`config.mk`:
```
export PLATFORM = sky130hd
export DESIGN_NAME = shift_add_multiplier
export DESIGN_NICKNAME = d
export VERILOG_FILES = /design/src/rtl/shift_add_multiplier.sv
export SDC_FILE = /design/constraint.sdc
export NUM_CORES = 1
export LEC_CHECK = 0
export CAP_MARGIN = 40
export CORE_ASPECT_RATIO = 1.4
export CORE_MARGIN = 2
export CORE_UTILIZATION = 50
export CTS_BUF_LIST = sky130_fd_sc_hd__clkbuf_2 sky130_fd_sc_hd__clkbuf_4 sky130_fd_sc_hd__clkbuf_8
export DETAILED_ROUTE_END_ITERATION = 8
export PLACE_DENSITY = 0.75
export REMOVE_ABC_BUFFERS = 1
export SLEW_MARGIN = 15
export SYNTH_ARGS = -nofsm -noshare
export SYNTH_HDL_FRONTEND = slang
export SYNTH_SLANG_ARGS = --single-unit
```
`constraint.sdc`:
```
create_clock -name clk -period 2.4 [get_ports clk]
set_input_delay 0.72 -clock clk [delete_from_list [all_inputs] [get_ports clk]]
set_output_delay 0.72 -clock clk [all_outputs]
set_load 0.01 [all_outputs]
```
`src/rtl/shift_add_multiplier.sv`:
```
// Sequential unsigned multiplier: one multiplier bit per clock, LSB first.
// Each operation takes exactly WIDTH RUN cycles and uses a valid/ready handshake on both sides.
module shift_add_multiplier #(
  parameter int WIDTH = 8
) (
  input  logic                 clk,
  input  logic                 rst,
  input  logic                 in_valid,
  output logic                 in_ready,
  input  logic [WIDTH-1:0]     a,
  input  logic [WIDTH-1:0]     b,
  output logic                 out_valid,
  input  logic                 out_ready,
  output logic [2*WIDTH-1:0]   product,
  output logic                 busy
);

  typedef enum logic [1:0] {
    S_IDLE = 2'd0,
    S_RUN  = 2'd1,
    S_DONE = 2'd2
  } state_t;

  localparam int              CW       = $clog2(WIDTH) + 1;
  localparam logic [CW-1:0]   LAST_BIT = CW'(WIDTH - 1);

  state_t                r_state;
  state_t                w_state_next;
  logic [2*WIDTH-1:0]    r_mcand;
  logic [WIDTH-1:0]      r_mplier;
  logic [2*WIDTH-1:0]    r_acc;
  logic [CW-1:0]         r_cnt;
  logic [2*WIDTH-1:0]    r_product;
  logic [2*WIDTH-1:0]    w_addend;
  logic [2*WIDTH-1:0]    w_sum;
  logic                  w_accept;
  logic                  w_last;

  assign w_accept = in_valid && in_ready;
  assign w_last   = (r_cnt == LAST_BIT);
  assign w_addend = r_mplier[0] ? r_mcand : '0;
  assign w_sum    = r_acc + w_addend;

  always_ff @(posedge clk) begin
    if (rst) begin
      r_state <= S_IDLE;
    end else begin
      r_state <= w_state_next;
    end
  end

  always_comb begin
    w_state_next = r_state;
    case (r_state)
      S_IDLE:  if (w_accept)  w_state_next = S_RUN;
      S_RUN:   if (w_last)    w_state_next = S_DONE;
      S_DONE:  if (out_ready) w_state_next = S_IDLE;
      default:                w_state_next = S_IDLE;
    endcase
  end

  // in_ready is masked by rst so nothing can be accepted on a reset edge.
  always_comb begin
    in_ready  = (r_state == S_IDLE) && !rst;
    busy      = (r_state == S_RUN);
    out_valid = (r_state == S_DONE);
  end

  always_ff @(posedge clk) begin
    if (rst) begin
      r_mcand   <= '0;
      r_mplier  <= '0;
      r_acc     <= '0;
      r_cnt     <= '0;
      r_product <= '0;
    end else begin
      case (r_state)
        S_IDLE: begin
          if (w_accept) begin
            r_mcand  <= {{WIDTH{1'b0}}, a};
            r_mplier <= b;
            r_acc    <= '0;
            r_cnt    <= '0;
          end
        end
        S_RUN: begin
          r_acc    <= w_sum;
          r_mcand  <= r_mcand << 1;
          r_mplier <= r_mplier >> 1;
          r_cnt    <= r_cnt + 1'b1;
          // Product is only updated here, so it holds across DONE and the following IDLE.
          if (w_last) begin
            r_product <= w_sum;
          end
        end
        default: begin
        end
      endcase
    end
  end

  assign product = r_product;

endmodule

```
# Yosys cells after proc, flatten, opt, wreduce, memory -nomap -nowiden

Cells that the tools add are included.

Flip-flop bits (word level): 62
Output and inout bits: 19

$add $sub $neg: 2
Multiplexer cells: 13
Reductions and logical operators: 8
Eq/ne operators: 6

Operator list:

| operator                                                              | number |
|---|---|
| 16-bit case mux with 2 select lines                                   | 2 |
| 16-bit 2-to-1 mux                                                     | 3 |
| 16-bit adder                                                          | 1 |
| 8-bit case mux with 2 select lines                                    | 1 |
| 8-bit 2-to-1 mux                                                      | 1 |
| 4-bit case mux with 2 select lines                                    | 1 |
| 2-bit 2-to-1 mux                                                      | 3 |
| 2-bit case mux with 3 select lines                                    | 1 |
| 4-bit by 1-bit adder with 4-bit output, second input constant         | 1 |
| 4-bit by 3-bit equality test with 1-bit output, second input constant | 1 |
| 4-bit 2-to-1 mux                                                      | 1 |
| 2-bit by 1-bit != test with 1-bit output, second input constant       | 2 |
| 2-bit AND reduction                                                   | 2 |
| 3-bit AND reduction                                                   | 1 |
| 2-bit by 1-bit equality test with 1-bit output, second input constant | 1 |
| 2-bit equality test, second input constant                            | 1 |
| 1-bit logical AND                                                     | 2 |
| 2-bit zero test                                                       | 1 |
| 2-bit != test, second input constant                                  | 1 |
| 2-bit nonzero test                                                    | 1 |
| 1-bit zero test                                                       | 1 |

# Longest topological paths before layout

Depth after elaboration: 5
Gate-level depth with buffers: 9
Gate-level depth less buffers: 8

# Worst setup path after synthesis

Ideal clock, no wire load.

Kind: register -> register
From: reg r_mplier[0]
To: reg r_product[8], in the netlist product[8]
Path slack: 0.073 ns
Required time: 2.278 ns
Setup time: 0.122 ns
Data arrival time: 2.205 ns
Cell stages (with the launch flop): 10
Clock period less this slack: 2.327 ns
Path through: dfxtp_1 -> clkbuf_1 -> and2_1 -> ha_1 -> fa_1 -> a21oi_1 -> o211ai_1 -> a21boi_1 -> nor4_1 -> a311o_1

Cells in the longest elaborated chain, start to end: 2

Ends and longest elaborated chain:

| item                   | RTL line | text |
|---|---|---|
| from (decl)            | 30       | `logic [WIDTH-1:0] r_mplier;` |
| from (signal assigned) | 89       | `r_mplier <= r_mplier >> 1;` |
| 16-bit 2-to-1 mux      | 41       | `assign w_addend = r_mplier[0] ? r_mcand : '0;` |
| 16-bit adder           | 42       | `assign w_sum = r_acc + w_addend;` |
| to (signal assigned)   | 93       | `r_product <= w_sum;` |
| to (decl)              | 33       | `logic [2*WIDTH-1:0] r_product;` |

Every way passes these cells.
A chain may end at the register's enable or synchronous reset.

# Worst setup path after layout

From: reg r_state[1]
To: out busy

Cells in the longest elaborated chain, start to end: 1

Ends and longest elaborated chain:

| item                                           | RTL line | text |
|---|---|---|
| from (decl)                                    | 27       | `state_t r_state;` |
| from (signal assigned)                         | 48       | `r_state <= w_state_next;` |
| 2-bit by 1-bit equality test with 1-bit output | 65       | `busy = (r_state == S_RUN);` |
| to (decl)                                      | 15       | `output logic busy` |

Every way passes these cells.

==> results.json <==
{
  "reg2reg_depth": 8,
  "drt_pass1_iterations": 7,
  "crit_arrival_ns": 1.62,
  "ys_ff_latch": 62,
  "hold_end": "product[1]",
  "grt_start_max_net_pins": 48,
  "max_slew_margin": 0.543,
  "io_buffers": 38,
  "holdPathStages": 2,
  "drive_above_1_share": 0.172,
  "power.density_nw_per_um2": 533,
  "h-tree-depth": 3,
  "synth_common_cells": "dfxtp_1, nor2_1, nand2_1, a21oi_1",
  "max-cap-violations": 0,
  "synthesis.area_sq_um": 3300,
  "ir_worst_vdd_uv": 434,
  "grtUsageTotal": 0.255,
  "reg2reg_from": "r_mplier[0]",
  "clkSinkCount": 62,
  "ioPinCount": 39,
  "p_leak_nw": 1.72,
  "yosys.area.top_type_share": 0.376,
  "cp-start-kind": "register",
  "use_met3": 0.0291,
  "avgRoutedWirePerCell_microns": 16.4,
  "synth_area_leaders": "dfxtp_1, ha_1, nor2_1, nand2_1, a21oi_1",
  "finalCriticalPeriod_ns": 2.34,
  "grt_pass1_vias": 3180,
  "hp-class": "reg -> reg",
  "yosys_warnings": 0,
  "rrSetupSlack_ns": 0.07,
  "routed_wl_microns": 8950,
  "ys_types": 56,
  "multi_input_area_sq_um": 2000,
  "dieHeight_microns": 100,
  "hold_ws_ns": 0.452,
  "skew_ns": 0.00319,
  "synth_area_leader_cell": "dfxtp_1",
  "area_delta_synth_final_pct": 29.6,
  "vias_per_cell": 6.05,
  "synth_edf_count": 0,
  "holdCritStartpoint": "product[1]",
  "clock_path_buffers": 2,
  "seq_area_sq_um": 1240,
  "start_util": 0.509,
  "cts_tree": "done",
  "synth_most_common_cell": "dfxtp_1",
  "nNetsFinal": 504,
  "drv_slew": 0,
  "syn_area_per_cell_sq_um": 8.17,
  "clock.fmax_mhz": 428,
  "holdBufCountCts": 0,
  "synth_cells": 404,
  "finalHoldViolCount": 0,
  "dpl.hpwl_microns": 6130,
  "die_area_sq_um": 7270,
  "core_sq_um": 6480,
  "worst_slew_pin_slew_ns": 0.686,
  "synth_ff_type": "dfxtp_1",
  "p_total_mw": 2.28,
  "period_share": 0.974,
  "ant_nets": 0,
  "cp.required_ns": 1.68,
  "cp-end-kind": "primary output",
  "rows": 35,
  "yosysSeqAreaShare": 0.376,
  "clk_pin_slew_worst_paths_ns": 0.07,
  "crit_type": "reg -> out",
  "cts_root_buffer": "clkbuf_8",
  "use_met1": 0.295,
  "grt.busiest_layer": "met2",
  "drt_iter0_markers": 249,
  "critPathMaxFanout": 10,
  "fill_cells": 535,
  "grt_overflow": 0,
  "gp_congestion": 0.938,
  "cts_made_buffers": 9,
  "fp.dieW_microns": 72.7,
  "met2_usage": 0.452,
  "drc": 0,
  "dr_total_vias": 3304,
  "timing.rr.end": "r_acc[11]",
  "dp_worst_setup_slack_ns": -0.439,
  "setup_ws_ns": 0.0626,
  "antenna_cells": 0,
  "insertion_delay_ns": 0.34,
  "report.final.setup_viol": 0,
  "grt_antenna_before_repair": 0,
  "async_reset_ff_frac": 0,
  "grt_pass1_wl_microns": 14600,
  "status": "completed"
}
==> flip-flops by register name, indices dropped and copies added (netlist names) <==
signal	count
r_mplier	8
r_acc	16
r_cnt	4
r_state	2
r_mcand	16
product	16
==> repair_timing <==
item,4_1_cts,5_1_grt
pin swaps,5,4
gates cloned,0,0
endpoints found under the setup margin,11,14
hold endpoints to repair,0,0
setup buffers,5,5
resized for setup,7,14
==> cells in the final DEF, fill, tap and decap left out, types with 15 or more instances in the layout <==
| cell type | netlist | layout |
|---|---|---|
| a21oi_1 | 26 | 23 |
| and2_1 | 17 | 17 |
| buf_4 | 0 | 37 |
| clkdlybuf4s50_1 | 0 | 36 |
| dfxtp_1 | 62 | 60 |
| nand2_1 | 38 | 38 |
| nand3_1 | 15 | 15 |
| nor2_1 | 53 | 53 |
| o21ai_0 | 17 | 16 |
==> how the worst max path moves through the flow <==
| stage | slack [ns] | endpoint | start | cells past startpoint |
|---|---|---|---|---|
| 3_3_place_gp | -0.44 | in_ready | rst | 3 |
| 6_report | 0.06 | busy | r_state[1] | 3 |
| 4_1_cts | 0.001 | busy | r_state[0] | 3 |
| 2_1_floorplan | 0.15 | product[8] | r_mplier[0] | 8 |
| 5_1_grt | -0.02 | product[9] | r_mplier[0] | 8 |
| 3_5_place_dp | -0.44 | in_ready | rst | 3 |
==> metal layers <==
layer / up-vias / share of wire
met5: - / 0
met4: 0 / 0.030
met2: 107 / 0.53
li1: 1612 / -
met1: 1560 / 0.40
met3: 25 / 0.043
==> area by class of cell <==
cell class,count,share of cell area
Multi-Input combinational cell,312,0.467
Sequential cell,62,0.291
Tap cell,74,0.0217
Clock inverter,2,0.00878
Inverter,5,0.00498
Timing Repair Buffer,77,0.163
Clock buffer,14,0.0436
==> cells by family (layout without fill, tap and decap cells) <==
kind of cell | after synthesis | in the layout | synth area share
AO/OA/AOI/OAI | 110 | 110 | 0.231
XOR/XNOR | 11 | 11 | 0.0292
adder cells (fa/ha/maj) | 17 | 17 | 0.0667
buffers and inverters | 30 | 98 | 0.0372
flip-flops | 62 | 62 | 0.376
multiplexers | 4 | 4 | 0.0121
AND/OR/NAND/NOR | 170 | 170 | 0.248
==> critical path: stages (launching register included) <==
cell and delay [ns]:
dfxtp_1 0.36, nand2b_2 0.23, inv_4 0.13, clkdlybuf4s50_1 0.55
==> report_power, final <==
group          internal, mW  switching [mW]  total, mW  leakage (nW)
Combinational        0.0863           0.109      0.195          1.10
Sequential             1.05          0.0188       1.07         0.503
Clock                 0.605           0.407       1.01         0.112
==> through the flow <==
| step | util | std cells | instance area, sq um | TNS (ns) |
|---|---|---|---|---|
| 2_1_floorplan | - | 379 | 3200 | 0 |
| 3_3_place_gp | 0.603 | 520 | 3910 | -7.31 |
| 3_5_place_dp | 0.603 | 520 | 3910 | -9.62 |
| 4_1_cts | 0.646 | 541 | 4190 | 0 |
| 5_1_grt | 0.660 | 546 | 4280 | -0.0547 |
| 6_report | 0.660 | 546 | 4280 | 0 |
No activity file was read; power rests on OpenSTA's default activity.
